### config.mk
export PLATFORM = sky130hd
export DESIGN_NAME = bit_trigger_control_flat
export DESIGN_NICKNAME = d
export VERILOG_FILES = /design/src/rtl/bit_plotter_pkg.sv /design/src/rtl/bit_trigger_control_if.sv /design/src/rtl/bit_input_conditioner.sv /design/src/rtl/bit_trigger_control.sv /design/src/flat_wrapper.sv
export SDC_FILE = /design/constraint.sdc
export NUM_CORES = 1
export LEC_CHECK = 0
export BUFFER_PORTS_ARGS = -buffer_cell sky130_fd_sc_hd__buf_2
export CAP_MARGIN = 20
export CORE_MARGIN = 5
export CORE_UTILIZATION = 30
export DETAILED_ROUTE_END_ITERATION = 10
export PLACE_DENSITY = 0.45
export SYNTH_ARGS = -nofsm -noshare
export SYNTH_HDL_FRONTEND = slang
export SYNTH_SLANG_ARGS = --single-unit
export TNS_END_PERCENT = 20
### constraint.sdc
create_clock -name clk -period 2.1 [get_ports clk]
set_input_delay 0.105 -clock clk [delete_from_list [all_inputs] [get_ports clk]]
set_output_delay 0.105 -clock clk [all_outputs]
set_load 0.01 [all_outputs]
### src/rtl/bit_plotter_pkg.sv
// Shared constants and state encoding for the bit plotter and its trigger control.
package bit_plotter_pkg;

  localparam int unsigned PLOT_SAMPLES = 16384;
  localparam int unsigned PLOT_INDEX_W = $clog2(PLOT_SAMPLES);

  localparam logic [2:0] ST_IDLE    = 3'd0;
  localparam logic [2:0] ST_CLEAR   = 3'd1;
  localparam logic [2:0] ST_ARMED   = 3'd2;
  localparam logic [2:0] ST_RUNNING = 3'd3;
  localparam logic [2:0] ST_DONE    = 3'd4;

endpackage

### src/rtl/bit_trigger_control_if.sv
// Probe inputs and plotter-control outputs of the trigger controller.
interface bit_trigger_control_if;

  logic rawIn;
  logic armIn;
  logic triggerRising;
  logic bitOut;
  logic clear;
  logic start;
  logic sampleStrobe;
  logic armed;
  logic running;

  modport master (
    output rawIn, armIn, triggerRising,
    input  bitOut, clear, start, sampleStrobe, armed, running
  );

  modport slave (
    input  rawIn, armIn, triggerRising,
    output bitOut, clear, start, sampleStrobe, armed, running
  );

endinterface

### src/rtl/bit_input_conditioner.sv
// Multi-flop synchronizer followed by a consecutive-sample glitch filter.
module bit_input_conditioner #(
  parameter int unsigned SYNC_STAGES = 2,
  parameter int unsigned FILTER_LEN  = 1
) (
  input  logic clk,
  input  logic reset,
  input  logic din,
  output logic dout
);

  localparam int unsigned CNT_W = (FILTER_LEN > 1) ? $clog2(FILTER_LEN) : 1;

  logic [SYNC_STAGES-1:0] sync_q;
  logic [CNT_W-1:0]       cnt_q;
  logic                   dout_q;
  logic                   sync_bit;

  assign sync_bit = sync_q[SYNC_STAGES-1];
  assign dout     = dout_q;

  always_ff @(posedge clk) begin
    if (reset) begin
      sync_q <= '0;
      cnt_q  <= '0;
      dout_q <= 1'b0;
    end else begin
      sync_q <= {sync_q[SYNC_STAGES-2:0], din};
      // cnt_q counts how many consecutive samples have disagreed with dout_q
      if (sync_bit == dout_q) begin
        cnt_q <= '0;
      end else if (cnt_q == CNT_W'(FILTER_LEN - 1)) begin
        dout_q <= sync_bit;
        cnt_q  <= '0;
      end else begin
        cnt_q <= cnt_q + 1'b1;
      end
    end
  end

endmodule

### src/rtl/bit_trigger_control.sv
// Arms on a button edge, clears the plot, waits for a filtered probe edge, then
// paces SAMPLE_COUNT sample strobes PRESCALE cycles apart.
module bit_trigger_control
  import bit_plotter_pkg::*;
#(
  parameter int unsigned SYNC_STAGES  = 2,
  parameter int unsigned FILTER_LEN   = 4,
  parameter int unsigned PRESCALE     = 32768,
  parameter int unsigned SAMPLE_COUNT = PLOT_SAMPLES
) (
  input logic                  clk,
  input logic                  reset,
  bit_trigger_control_if.slave bus
);

  localparam int unsigned PRE_W  = $clog2(PRESCALE);
  localparam int unsigned SCNT_W = $clog2(SAMPLE_COUNT + 1);

  logic              bit_f, arm_f;
  logic              bit_prev_q, arm_prev_q;
  logic              arm_evt, qual_edge;
  logic [2:0]        state_q, state_d;
  logic [PRE_W-1:0]  presc_q, presc_d;
  logic [SCNT_W-1:0] scnt_q, scnt_d;
  logic              start_d, strobe_d;
  logic              clear_q, start_q, strobe_q, armed_q, running_q;

  bit_input_conditioner #(
    .SYNC_STAGES (SYNC_STAGES),
    .FILTER_LEN  (FILTER_LEN)
  ) u_raw (
    .clk   (clk),
    .reset (reset),
    .din   (bus.rawIn),
    .dout  (bit_f)
  );

  bit_input_conditioner #(
    .SYNC_STAGES (SYNC_STAGES),
    .FILTER_LEN  (1)
  ) u_arm (
    .clk   (clk),
    .reset (reset),
    .din   (bus.armIn),
    .dout  (arm_f)
  );

  assign arm_evt   = arm_f & ~arm_prev_q;
  assign qual_edge = bus.triggerRising ? (bit_f & ~bit_prev_q) : (~bit_f & bit_prev_q);

  // start is registered on entry to RUNNING; the first strobe follows one cycle
  // later so the three pulses never coincide.
  always_comb begin
    state_d  = state_q;
    presc_d  = presc_q;
    scnt_d   = scnt_q;
    start_d  = 1'b0;
    strobe_d = 1'b0;
    case (state_q)
      ST_IDLE, ST_DONE: begin
        if (arm_evt) state_d = ST_CLEAR;
      end
      ST_CLEAR: state_d = ST_ARMED;
      ST_ARMED: begin
        if (qual_edge) begin
          state_d = ST_RUNNING;
          start_d = 1'b1;
          presc_d = '0;
          scnt_d  = '0;
        end
      end
      ST_RUNNING: begin
        if (scnt_q == SCNT_W'(SAMPLE_COUNT)) begin
          state_d = ST_DONE;
        end else begin
          presc_d = (presc_q == PRE_W'(PRESCALE - 1)) ? '0 : presc_q + 1'b1;
          if (presc_q == '0) begin
            strobe_d = 1'b1;
            scnt_d   = scnt_q + 1'b1;
          end
        end
      end
      default: state_d = ST_IDLE;
    endcase
  end

  always_ff @(posedge clk) begin
    if (reset) begin
      state_q    <= ST_IDLE;
      presc_q    <= '0;
      scnt_q     <= '0;
      bit_prev_q <= 1'b0;
      arm_prev_q <= 1'b0;
      clear_q    <= 1'b0;
      start_q    <= 1'b0;
      strobe_q   <= 1'b0;
      armed_q    <= 1'b0;
      running_q  <= 1'b0;
    end else begin
      state_q    <= state_d;
      presc_q    <= presc_d;
      scnt_q     <= scnt_d;
      bit_prev_q <= bit_f;
      arm_prev_q <= arm_f;
      clear_q    <= (state_d == ST_CLEAR);
      start_q    <= start_d;
      strobe_q   <= strobe_d;
      armed_q    <= (state_d == ST_ARMED);
      running_q  <= (state_d == ST_RUNNING);
    end
  end

  assign bus.bitOut       = bit_f;
  assign bus.clear        = clear_q;
  assign bus.start        = start_q;
  assign bus.sampleStrobe = strobe_q;
  assign bus.armed        = armed_q;
  assign bus.running      = running_q;

endmodule

### src/flat_wrapper.sv
// flat-port wrapper written by rule: the top's interface ports become plain ports
module bit_trigger_control_flat import bit_plotter_pkg::*;
#(
  parameter int unsigned SYNC_STAGES  = 2,
  parameter int unsigned FILTER_LEN   = 4,
  parameter int unsigned PRESCALE     = 32768,
  parameter int unsigned SAMPLE_COUNT = PLOT_SAMPLES
)
  (clk, reset, bus_rawIn, bus_armIn, bus_triggerRising, bus_bitOut, bus_clear, bus_start, bus_sampleStrobe, bus_armed, bus_running);
  bit_trigger_control_if bus_i ();
  input logic clk;
  input logic reset;
  input wire logic [$bits(bus_i.rawIn)-1:0] bus_rawIn;
  input wire logic [$bits(bus_i.armIn)-1:0] bus_armIn;
  input wire logic [$bits(bus_i.triggerRising)-1:0] bus_triggerRising;
  output wire logic [$bits(bus_i.bitOut)-1:0] bus_bitOut;
  output wire logic [$bits(bus_i.clear)-1:0] bus_clear;
  output wire logic [$bits(bus_i.start)-1:0] bus_start;
  output wire logic [$bits(bus_i.sampleStrobe)-1:0] bus_sampleStrobe;
  output wire logic [$bits(bus_i.armed)-1:0] bus_armed;
  output wire logic [$bits(bus_i.running)-1:0] bus_running;
  assign bus_i.rawIn = bus_rawIn;
  assign bus_i.armIn = bus_armIn;
  assign bus_i.triggerRising = bus_triggerRising;
  assign bus_bitOut = bus_i.bitOut;
  assign bus_clear = bus_i.clear;
  assign bus_start = bus_i.start;
  assign bus_sampleStrobe = bus_i.sampleStrobe;
  assign bus_armed = bus_i.armed;
  assign bus_running = bus_i.running;
  bit_trigger_control #(.SYNC_STAGES(SYNC_STAGES), .FILTER_LEN(FILTER_LEN), .PRESCALE(PRESCALE), .SAMPLE_COUNT(SAMPLE_COUNT)) u_core (.clk(clk), .reset(reset), .bus(bus_i));
endmodule
==> out/metrics.yaml <==
grt.met3_usage_pct: 2.286
setup_slack_ns: 0.1201
crit_arrival_ns: 2.23
status: "finished, final reports clean"
dp_hpwl_um: 3912
fmax_ghz: 0.5051
core_area_um2: 7607
ys_async_sr_fraction_pct: 0
holdCritPathClass: "in2reg"
vdd_drop_max_uv: 295.8
critPathLaunchType: "flop"
first_pass_iters: 4
min_period_ns: 1.980
synth_seq_cells: 49
worst_slew_margin_rel_pct: 60.07
synth_edf_count: 0
hold_violations: 0
h-tree-depth: 2
cts.sinks: 49
min_from: "reset"
grt_max_degree: 22
final_common_cell: "dfxtp_1"
grt-busiest-layer: "met2"
p_leak_nw: 1.021
via_count: 2047
initial_core_util_pct: 30.39
grt.total_usage_pct: 11.88
worst_slew_pin_slew_ns: 0.5968
floorplan.rows: 32
place.gp.congestion: 0.7595
via_per_inst: 4.921
grtUsageMet1_pct: 16.43
slowest_stage: "a2111o_1"
pre_cts_slack_ns: -0.08534
wl_per_cell_um: 13.33
n_fill_cell: 819
drive_gt1_share_pct: 21.97
clockRootBuffer: "clkbuf_8"
setup_viol: 0
portBuffers: 10
area_delta_synth_final_pct: 23.97
power.density_nw_per_um2: 556.1
netlist_area_um2: 2312
synth_top_area_cell: "dfxtp_1"
netlist_instances: 268
finalCritPeriodShare_pct: 94.28
cp_data_required_time_ns: 2.35
maxCapViolations: 0
rsz0062_at_grt: "true"
yosysWarnings: 0
final_nets: 323
synth_top_area_share_pct: 42.42
worstReg2RegEnd: "u_core.scnt_q[6]"
die_y_um: 97.79
worstReg2RegStart: "u_core.presc_q[0]"
cts_tree: "done"
netlist-cell-type-count: 52
syn_nets: 278
final_cell_mix: "47 x dfxtp_1, 34 x buf_4, 26 x nand2_1"
ys.flop_type: "dfxtp_1"
antenna_found_initial: 0
r2r_slack_ns: 0.12
wirelength_um: 5547
skew_ns: 0.01148
ant_nets: 0
maxSlewViolCount: 0
path_cells: "inv_1 -> ha_1 -> nor4b_4 -> nand4_1 -> a2111o_1 -> or3_1 -> a21oi_2"
synth_area_leaders: "dfxtp_1 42%, nand2_1 4.2%, nor2_1 4.1%"
hold_ws_ns: 0.2394
clock_path_buffers: 2
cp_max_fo: 5
slowest_delay_ns: 0.53
grt_pass1_vias: 1946
r2r_cells: 7
io_pins: 11
clk_pin_slew_ns: 0.11
ys_seq_area_share_pct: 42.42
setup_tns_ns: 0
dieArea_um2: 9563
clock_latency_ns: 0.31
whs_path_depth: 3
whs_endpoint: "u_core.state_q[2]"
grt_overflow: 0
cp-end-kind: "flop"
grt_first_pass_wirelength_um: 9397
numCtsBuffers: 5
drc_errors: 0
critical_path_class: "reg2reg"
diodes: 0
synth.avg_cell_area_um2: 8.628
die_w_um: 97.79
first_iter_violations: 78
met2_usage_pct: 18.66
[metal layers]
metal	share of wire (%)	vias to the layer above
li1	-	1073
met1	51	940
met2	45	26
met3	2.3	8
met4	1.5	0
met5	0	-
[Yosys cell counts, drive strengths merged (5+ instances only)]
cell and n:
dfxtp 49, clkbuf 5, or4 5, inv 9, nor3 8, ha 5, nand3 12, nor2 25
nor4 8, nand4 10, nand2 26, o211ai 5, o21ai 11, or3 12, a21oi 15, xnor2 10
nor4b 5, nor2b 9
[flip-flops by register name, summed over array words and instances, names as in the netlist]
name                     flops
u_core.bus.clear             1
u_core.bus.start             1
u_core.bus.running           1
u_core.bus.sampleStrobe      1
u_core.u_arm.dout            1
u_core.arm_prev_q            1
u_core.u_raw.dout            1
u_core.u_raw.cnt_q           2
u_core.u_arm.cnt_q           1
u_core.bus.armed             1
u_core.bit_prev_q            1
u_core.u_arm.sync_q          2
u_core.u_raw.sync_q          2
u_core.state_q               3
u_core.presc_q              15
u_core.scnt_q               15
[metrics by stage]
stage / area (µm²) / instances / power (mW) / utilization, %
after floorplan: 2312 / 268 / 0.9841 / -
after global placement: 2689 / 404 / 1.001 / 35.35
after detailed placement: 2689 / 404 / 1.001 / 35.35
after CTS: 2831 / 416 / 1.621 / 37.22
after global routing: 2867 / 416 / 1.664 / 37.68
final: 2867 / 416 / 1.594 / 37.68
[power breakdown]
| group | switching, mW | internal, mW |
|---|---|---|
| Sequential | 0.00304 | 0.936 |
| Clock | 0.362 | 0.250 |
| Combinational | 0.0259 | 0.0175 |
[repair_timing]
action	in CTS	in global routing
pin swaps	2	5
setup buffers	1	0
cloned	1	0
hold endpoints to repair	2	0
hold buffers	2	0
setup endpoints to repair	5	14
resized for setup	1	9
[cell families after synthesis]
group	share of synthesized area, %
other cells	0.1622
buf+inv	3.571
compound gates	12.50
xor+xnor	4.167
simple gates	33.60
mux	0.8658
flops	42.42
fa+ha+maj	2.706
[worst max path at each step]
stage,from,endpoint,slack [ns],cells after the start
floorplan,u_core.scnt_q[0],u_core.scnt_q[14],0.11,8
global placement,u_core.presc_q[0],u_core.scnt_q[14],-0.06,7
detailed placement,u_core.presc_q[0],u_core.scnt_q[14],-0.09,7
CTS,u_core.presc_q[0],u_core.scnt_q[14],0.05,7
global route,u_core.presc_q[0],u_core.scnt_q[10],-0.03,7
finish,u_core.presc_q[0],u_core.scnt_q[6],0.12,7
[area by class of cell]
class                   instances  area, µm²  share of cell area [%]
clock buffers                   5      68.82                   2.401
clock inverters                 3      28.78                   1.004
inverters                       9      33.78                   1.179
multi-input cells             202       1299                   45.31
flip-flops and latches         49      983.4                   34.31
well taps                     102      127.6                   4.452
repair buffers                 46      325.3                   11.35
[worst max-delay path, delay by kind of cell, from the launching register on]
family | cells | cell delay, ns
AO/OA/AOI/OAI | 2 | 0.66
adder cells (fa/ha/maj) | 1 | 0.14
buffers and inverters | 1 | 0.05
flip-flops | 1 | 0.32
AND/OR/NAND/NOR | 3 | 0.75
(Power assumes the default switching activity.)
